--- src/rtl/pagerank_pkg.sv ---
// -----------------------------------------------------------------------------
// pagerank_pkg
// Shared definitions for the pagerank fetch blocks:
//   - DEF_FULL_WIDTH / DEF_WIDTH : default memory line width and element width
//   - fetch_state_e              : range fetcher FSM state encoding
//   - window_bounds()            : exclusive end slot of the valid window in a line
// -----------------------------------------------------------------------------
package pagerank_pkg;

  localparam int DEF_FULL_WIDTH = 512;
  localparam int DEF_WIDTH      = 64;

  typedef enum logic [2:0] {
    IDLE    = 3'd0,
    ISSUE   = 3'd1,
    WAIT    = 3'd2,
    DELIVER = 3'd3,
    DONE    = 3'd4
  } fetch_state_e;

  // min(elems, base + remaining), evaluated so that a large remaining count
  // cannot wrap the 16-bit sum.
  function automatic logic [15:0] window_bounds(input logic [15:0] base,
                                                input logic [15:0] remaining,
                                                input logic [15:0] elems);
    logic [15:0] room_s;
    room_s = elems - base;
    if (remaining >= room_s) begin
      window_bounds = elems;
    end else begin
      window_bounds = base + remaining;
    end
  endfunction

endpackage

--- src/rtl/range_fetcher.sv ---
// -----------------------------------------------------------------------------
// range_fetcher
// Fetches the memory lines covering an element range [req_start, req_start+req_count)
// one line at a time and hands each line to the read buffer together with the
// window of valid element slots [out_base, out_bounds).
//
// Ports:
//   clk, rst_n              clock, synchronous active-low reset
//   req_valid/req_ready     range request handshake (ready only while idle)
//   req_start, req_count    first element index, number of elements
//   mem_ar*                 line read request (one outstanding at most)
//   mem_rvalid, mem_rdata   line read response
//   out_valid/out_ready     line + window handshake towards the read buffer
//   out_data/base/bounds    held line and its valid slot window
//   done                    one-cycle completion pulse
//   stat_lines, stat_stall  statistics (live only with RANGE_FETCHER_STATS_EN)
//
// Build option: define RANGE_FETCHER_STATS_EN to enable the statistics
// counters; otherwise both stat ports read as zero.
// -----------------------------------------------------------------------------
module range_fetcher
  import pagerank_pkg::*;
#(
  parameter int FULL_WIDTH = DEF_FULL_WIDTH,
  parameter int WIDTH      = DEF_WIDTH,
  parameter int ADDR_W     = 32
) (
  input  logic                  clk,
  input  logic                  rst_n,
  input  logic                  req_valid,
  output logic                  req_ready,
  input  logic [31:0]           req_start,
  input  logic [15:0]           req_count,
  output logic                  mem_arvalid,
  input  logic                  mem_arready,
  output logic [ADDR_W-1:0]     mem_araddr,
  input  logic                  mem_rvalid,
  input  logic [FULL_WIDTH-1:0] mem_rdata,
  output logic                  out_valid,
  input  logic                  out_ready,
  output logic [FULL_WIDTH-1:0] out_data,
  output logic [7:0]            out_base,
  output logic [7:0]            out_bounds,
  output logic                  done,
  output logic [31:0]           stat_lines,
  output logic [31:0]           stat_stall
);

  localparam int          E      = FULL_WIDTH / WIDTH;
  localparam int          BYTES  = FULL_WIDTH / 8;
  localparam int          OFF_W  = $clog2(BYTES);
  localparam int          LINE_W = ADDR_W - OFF_W;
  localparam logic [15:0] E16    = 16'(E);

  fetch_state_e      state_r;
  logic [LINE_W-1:0] line_r;
  logic [15:0]       base_r;
  logic [15:0]       rem_r;
  logic [15:0]       bounds_s;
  logic [15:0]       taken_s;
  logic [15:0]       rem_next_s;

  // Line index occupies the address bits above the line offset, so the line
  // counter wraps naturally with the address space.
  assign mem_araddr = {line_r, {OFF_W{1'b0}}};

  // Window of the current line and the count left after delivering it.
  always_comb begin
    bounds_s   = window_bounds(base_r, rem_r, E16);
    taken_s    = bounds_s - base_r;
    rem_next_s = rem_r - taken_s;
  end

  // Request sequencing: one line read at a time, each returned line is held
  // with its window until the read buffer takes it.
  always_ff @(posedge clk) begin
    if (!rst_n) begin
      state_r     <= IDLE;
      line_r      <= '0;
      base_r      <= 16'd0;
      rem_r       <= 16'd0;
      req_ready   <= 1'b1;
      mem_arvalid <= 1'b0;
      out_valid   <= 1'b0;
      done        <= 1'b0;
      out_data    <= '0;
      out_base    <= 8'd0;
      out_bounds  <= 8'd0;
    end else begin
      case (state_r)
        IDLE: begin
          if (req_valid) begin
            req_ready <= 1'b0;
            if (req_count != 16'd0) begin
              line_r      <= LINE_W'(req_start / 32'(E));
              base_r      <= 16'(req_start % 32'(E));
              rem_r       <= req_count;
              mem_arvalid <= 1'b1;
              state_r     <= ISSUE;
            end else begin
              // Empty range: complete without touching memory.
              done    <= 1'b1;
              state_r <= DONE;
            end
          end
        end
        ISSUE: begin
          if (mem_arready) begin
            mem_arvalid <= 1'b0;
            state_r     <= WAIT;
          end
        end
        WAIT: begin
          if (mem_rvalid) begin
            out_data   <= mem_rdata;
            out_base   <= base_r[7:0];
            out_bounds <= bounds_s[7:0];
            out_valid  <= 1'b1;
            state_r    <= DELIVER;
          end
        end
        DELIVER: begin
          if (out_ready) begin
            out_valid <= 1'b0;
            rem_r     <= rem_next_s;
            base_r    <= 16'd0;
            line_r    <= line_r + LINE_W'(1);
            if (rem_next_s != 16'd0) begin
              mem_arvalid <= 1'b1;
              state_r     <= ISSUE;
            end else begin
              done    <= 1'b1;
              state_r <= DONE;
            end
          end
        end
        DONE: begin
          done      <= 1'b0;
          req_ready <= 1'b1;
          state_r   <= IDLE;
        end
        default: begin
          state_r     <= IDLE;
          req_ready   <= 1'b1;
          mem_arvalid <= 1'b0;
          out_valid   <= 1'b0;
          done        <= 1'b0;
        end
      endcase
    end
  end

`ifdef RANGE_FETCHER_STATS_EN
  logic [31:0] stat_lines_r;
  logic [31:0] stat_stall_r;

  // Saturating counters: lines captured and cycles the read buffer held us off.
  always_ff @(posedge clk) begin
    if (!rst_n) begin
      stat_lines_r <= 32'd0;
      stat_stall_r <= 32'd0;
    end else begin
      if ((state_r == WAIT) && mem_rvalid && (stat_lines_r != 32'hFFFF_FFFF)) begin
        stat_lines_r <= stat_lines_r + 32'd1;
      end
      if (out_valid && !out_ready && (stat_stall_r != 32'hFFFF_FFFF)) begin
        stat_stall_r <= stat_stall_r + 32'd1;
      end
    end
  end

  assign stat_lines = stat_lines_r;
  assign stat_stall = stat_stall_r;
`else
  assign stat_lines = 32'd0;
  assign stat_stall = 32'd0;
`endif

endmodule

--- config.mk ---
export PLATFORM = sky130hd
export DESIGN_NAME = range_fetcher
export DESIGN_NICKNAME = d
export VERILOG_FILES = /design/src/rtl/pagerank_pkg.sv /design/src/rtl/range_fetcher.sv
export SDC_FILE = /design/constraint.sdc
export NUM_CORES = 1
export LEC_CHECK = 0
export CORE_AREA = 2 2 458 460
export CTS_CLUSTER_DIAMETER = 60
export DETAILED_ROUTE_END_ITERATION = 10
export DIE_AREA = 0 0 460 462
export DONT_BUFFER_PORTS = 1
export GPL_TIMING_DRIVEN = 0
export PLACE_DENSITY = 0.32
export SLEW_MARGIN = 0
export SYNTH_ARGS = -nofsm -noshare
export SYNTH_HDL_FRONTEND = slang
export SYNTH_SLANG_ARGS = --single-unit
--- constraint.sdc ---
create_clock -name clk -period 6.1 [get_ports clk]
set_input_delay 1.22 -clock clk [delete_from_list [all_inputs] [get_ports clk]]
set_output_delay 1.22 -clock clk [all_outputs]
set_load 0.02 [all_outputs]
==> metrics.yaml <==
finish:
  most-common-layout-cells: "1,103 x sky130_fd_sc_hd__nand2_1, 577 x sky130_fd_sc_hd__a21oi_1, 575 x sky130_fd_sc_hd__dfxtp_1, 207 x sky130_fd_sc_hd__clkbuf_1, 86 x sky130_fd_sc_hd__clkbuf_16"
  most_common_cell_after_layout_fill_and_taps_aside: "sky130_fd_sc_hd__nand2_1"
  syn_to_final_growth_pct: 29.9
  design.final.nets: 3699
  register_area_sq_um: 11500
  fillers: 24045
  post_route_cells_drive_above_1_share_pct: 7.88
  finalNonFillerCells: 5909
  area_occupied_by_multi_input_gates_sq_um: 9850
floorplanning:
  floorplan.rows: 168
  core-area_sq_um: 208000
  die-width_microns: 460
  dieHeight_microns: 462
  num_io_pins: 1194
  die_area_sq_um: 213000
  initial_core_util_pct: 10.8
timing:
  report.final.hold_viol_count: 0
  report.final.setup_viol: 0
  min_period_over_period_pct: 87.1
  setup_slack_ps: 786
  achievable-frequency_mhz: 188
  finClkSkew_ps: 25.8
  post-route-min-period_ps: 5310
  worst-slew-pin-transition_ps: 1160
  final-max-slew-violation-count: 0
  final_tns_setup_ps: 0
  timing.hold.ws_ps: 530
  setup_repair_after_global_routing_missed_its_margin: "false"
  timing.max_slew.rel_slack_pct: 22.8
critical_path:
  required_ps: 6720
  worst_ep_arrival_time_ps: 5930
  criticalPathCategory: "reg -> reg"
  cp-start-kind: "register"
  worst-path-max-fanout: 8
  ff2ff_path_depth: 18
  endpoint_kind: "register"
global_route:
  via_count_of_the_first_global_routing_pass: 20302
  grt_antenna_before_repair: 86
  remaining_global_route_overflow: 0
  grt_max_degree: 13
  grt_pass1_wl_microns: 197000
  track_usage_pct: 13.9
yosys:
  post-synth-top-area-cell: "sky130_fd_sc_hd__dfxtp_1"
  combined_area_of_all_synthesized_cells_sq_um: 22500
  synth-seq-cells: 575
  yosysWarningCount: 0
  synth.lib_cells_used.distinct: 68
  synth_top_flop_cell: "sky130_fd_sc_hd__dfxtp_1"
  syn_area_per_cell_sq_um: 7.70
  synthDominantCellAreaShare_pct: 51.1
  synth_sequential_area_ratio_pct: 51.1
  syn_inst: 2927
  synth.area.top_cells: "sky130_fd_sc_hd__dfxtp_1 51%, sky130_fd_sc_hd__nand2_1 18%, sky130_fd_sc_hd__a21oi_1 13%"
  synth_edf_count: 0
  async_set_reset_flop_share_out_of_synthesis_pct: 0
power_and_ir_drop:
  p_total_uw: 13000
  leakage_power_figure_uw: 0.00939
  powerDensity_nw_per_um2: 443
  largest_vdd_supply_drop_mv: 0.194
run_status:
  result_of_the_run: "finished clean"
placed_design:
  place_hpwl_microns: 133000
  place_ws_ps: 651
  place_congestion: 0.930
  port_buffers: 0
  placedCellCount: 5730
clock_tree:
  cts.repair_timing.setup_buffer_count: 0
  clock_tree_from_tritoncts: "built"
  clock-sinks: 575
  clock_path_buffers: 3
  worstSkewPairLatency_ps: 710
  numCtsBuffers: 84
  path_clk_slew_ps: 60
  cts_hold_buffers: 0
  resized_after_cts: 0
  clock_tree.root_cell: "sky130_fd_sc_hd__clkbuf_16"
  ctsHtreeMaxLevel: 3
route:
  detail_route.iter0.violations: 1518
  routed_via_density: 3.68
  drt-wirelength-per-cell_microns: 26.3
  ant_nets: 0
  detail_route.drc_violations: 0
  detail_route.wirelength_microns: 155000
  routed-via-count: 21721
  dr.pass1.iters: 5
worst_hold_path:
  hold_class: "reg -> reg"
  worstHoldPathCells: 2
flow_run:
  maxCapViolations: 0
## worst max-delay path: stages (launching register included)
cell and delay, ps:
sky130_fd_sc_hd__dfxtp_1 470, sky130_fd_sc_hd__inv_1 110, sky130_fd_sc_hd__ha_1 220, sky130_fd_sc_hd__xor2_1 140, sky130_fd_sc_hd__ha_1 280, sky130_fd_sc_hd__nand2_1 50
sky130_fd_sc_hd__o2111ai_1 550, sky130_fd_sc_hd__nor2_1 180, sky130_fd_sc_hd__fa_1 520, sky130_fd_sc_hd__inv_1 70, sky130_fd_sc_hd__fa_1 470, sky130_fd_sc_hd__a211oi_2 420
sky130_fd_sc_hd__nor2_1 190, sky130_fd_sc_hd__o311ai_0 780, sky130_fd_sc_hd__a221oi_1 120, sky130_fd_sc_hd__nand4_1 190, sky130_fd_sc_hd__nor4_4 70, sky130_fd_sc_hd__a211o_1 330
sky130_fd_sc_hd__o21ai_1 70
## layer usage
metal  track usage [%]  up-vias  share of wire [%]
met1              14.6    10313                 36
met3              7.25      251                 12
met5                 0        -               0.26
met4              5.09       60                2.9
met2              23.5     1181                 48
li1                  -     9916                  -
## metrics by stage
step                      area (sq um)  util, %
after floorplan                  22800        -
after global placement           26200     12.6
after detailed placement         26300     12.6
after CTS                        29200     14.0
after global routing             29200     14.0
final                            29300     14.1
## cells by family after synthesis
group	count (synthesis)	synth area share, %
compound gates	716	17.3
flops	575	51.1
buf+inv	316	6.59
other cells	2	0.0333
simple gates	1268	22.3
fa+ha+maj	37	2.19
mux	3	0.133
xor+xnor	10	0.389
## state kept, by name (all words and copies together), names as in the netlist, 3 cells and up
signal / count
base_r: 3
out_data: 512
rem_r: 16
out_bounds: 8
line_r: 26
out_base: 3
state_r: 3
## area by class of cell
class	instances	share of cell area, %
multi-input combinational	2116	33.6
timing repair buffer	3	0.171
clock inverter	39	1.78
buffer	287	4.71
tap	2720	11.6
sequential	575	39.3
clock buffer	110	8.14
inverter	29	0.372
antenna	30	0.256
## power breakdown
part / total [uW] / internal, uW / switching, uW
Clock: 5140 / 3090 / 2060
Combinational: 2890 / 941 / 1950
Sequential: 4940 / 4100 / 847
Total: 13000 / 8120 / 4850
## synthesized netlist by cell type, drive strengths merged (3+ instances only)
| cell type | n |
|---|---|
| a211o | 4 |
| a211oi | 17 |
| a21o | 10 |
| a21oi | 577 |
| a22oi | 3 |
| a311oi | 10 |
| a31oi | 8 |
| a41oi | 3 |
| and2 | 8 |
| and3 | 9 |
| buf | 87 |
| clkbuf | 200 |
| dfxtp | 575 |
| fa | 4 |
| ha | 33 |
| inv | 29 |
| mux2i | 3 |
| nand2 | 1103 |
| nand2b | 7 |
| nand3 | 26 |
| nand4 | 10 |
| nor2 | 62 |
| nor3 | 13 |
| nor4 | 11 |
| o211ai | 7 |
| o21a | 8 |
| o21ai | 40 |
| o22ai | 6 |
| o311ai | 6 |
| or2 | 5 |
| or3 | 4 |
| or4 | 3 |
| xnor2 | 7 |
| xor2 | 3 |
## worst paths after layout
check	start	endpoint	slack (ps)
worst max-delay path	base_r[0]	mem_arvalid	790
worst min-delay path	rem_r[13]	rem_r[13]	530
worst max register to register	base_r[0]	mem_arvalid	790
worst min register to register	rem_r[13]	rem_r[13]	530
Note: power is estimated with default switching activity, not from simulation.
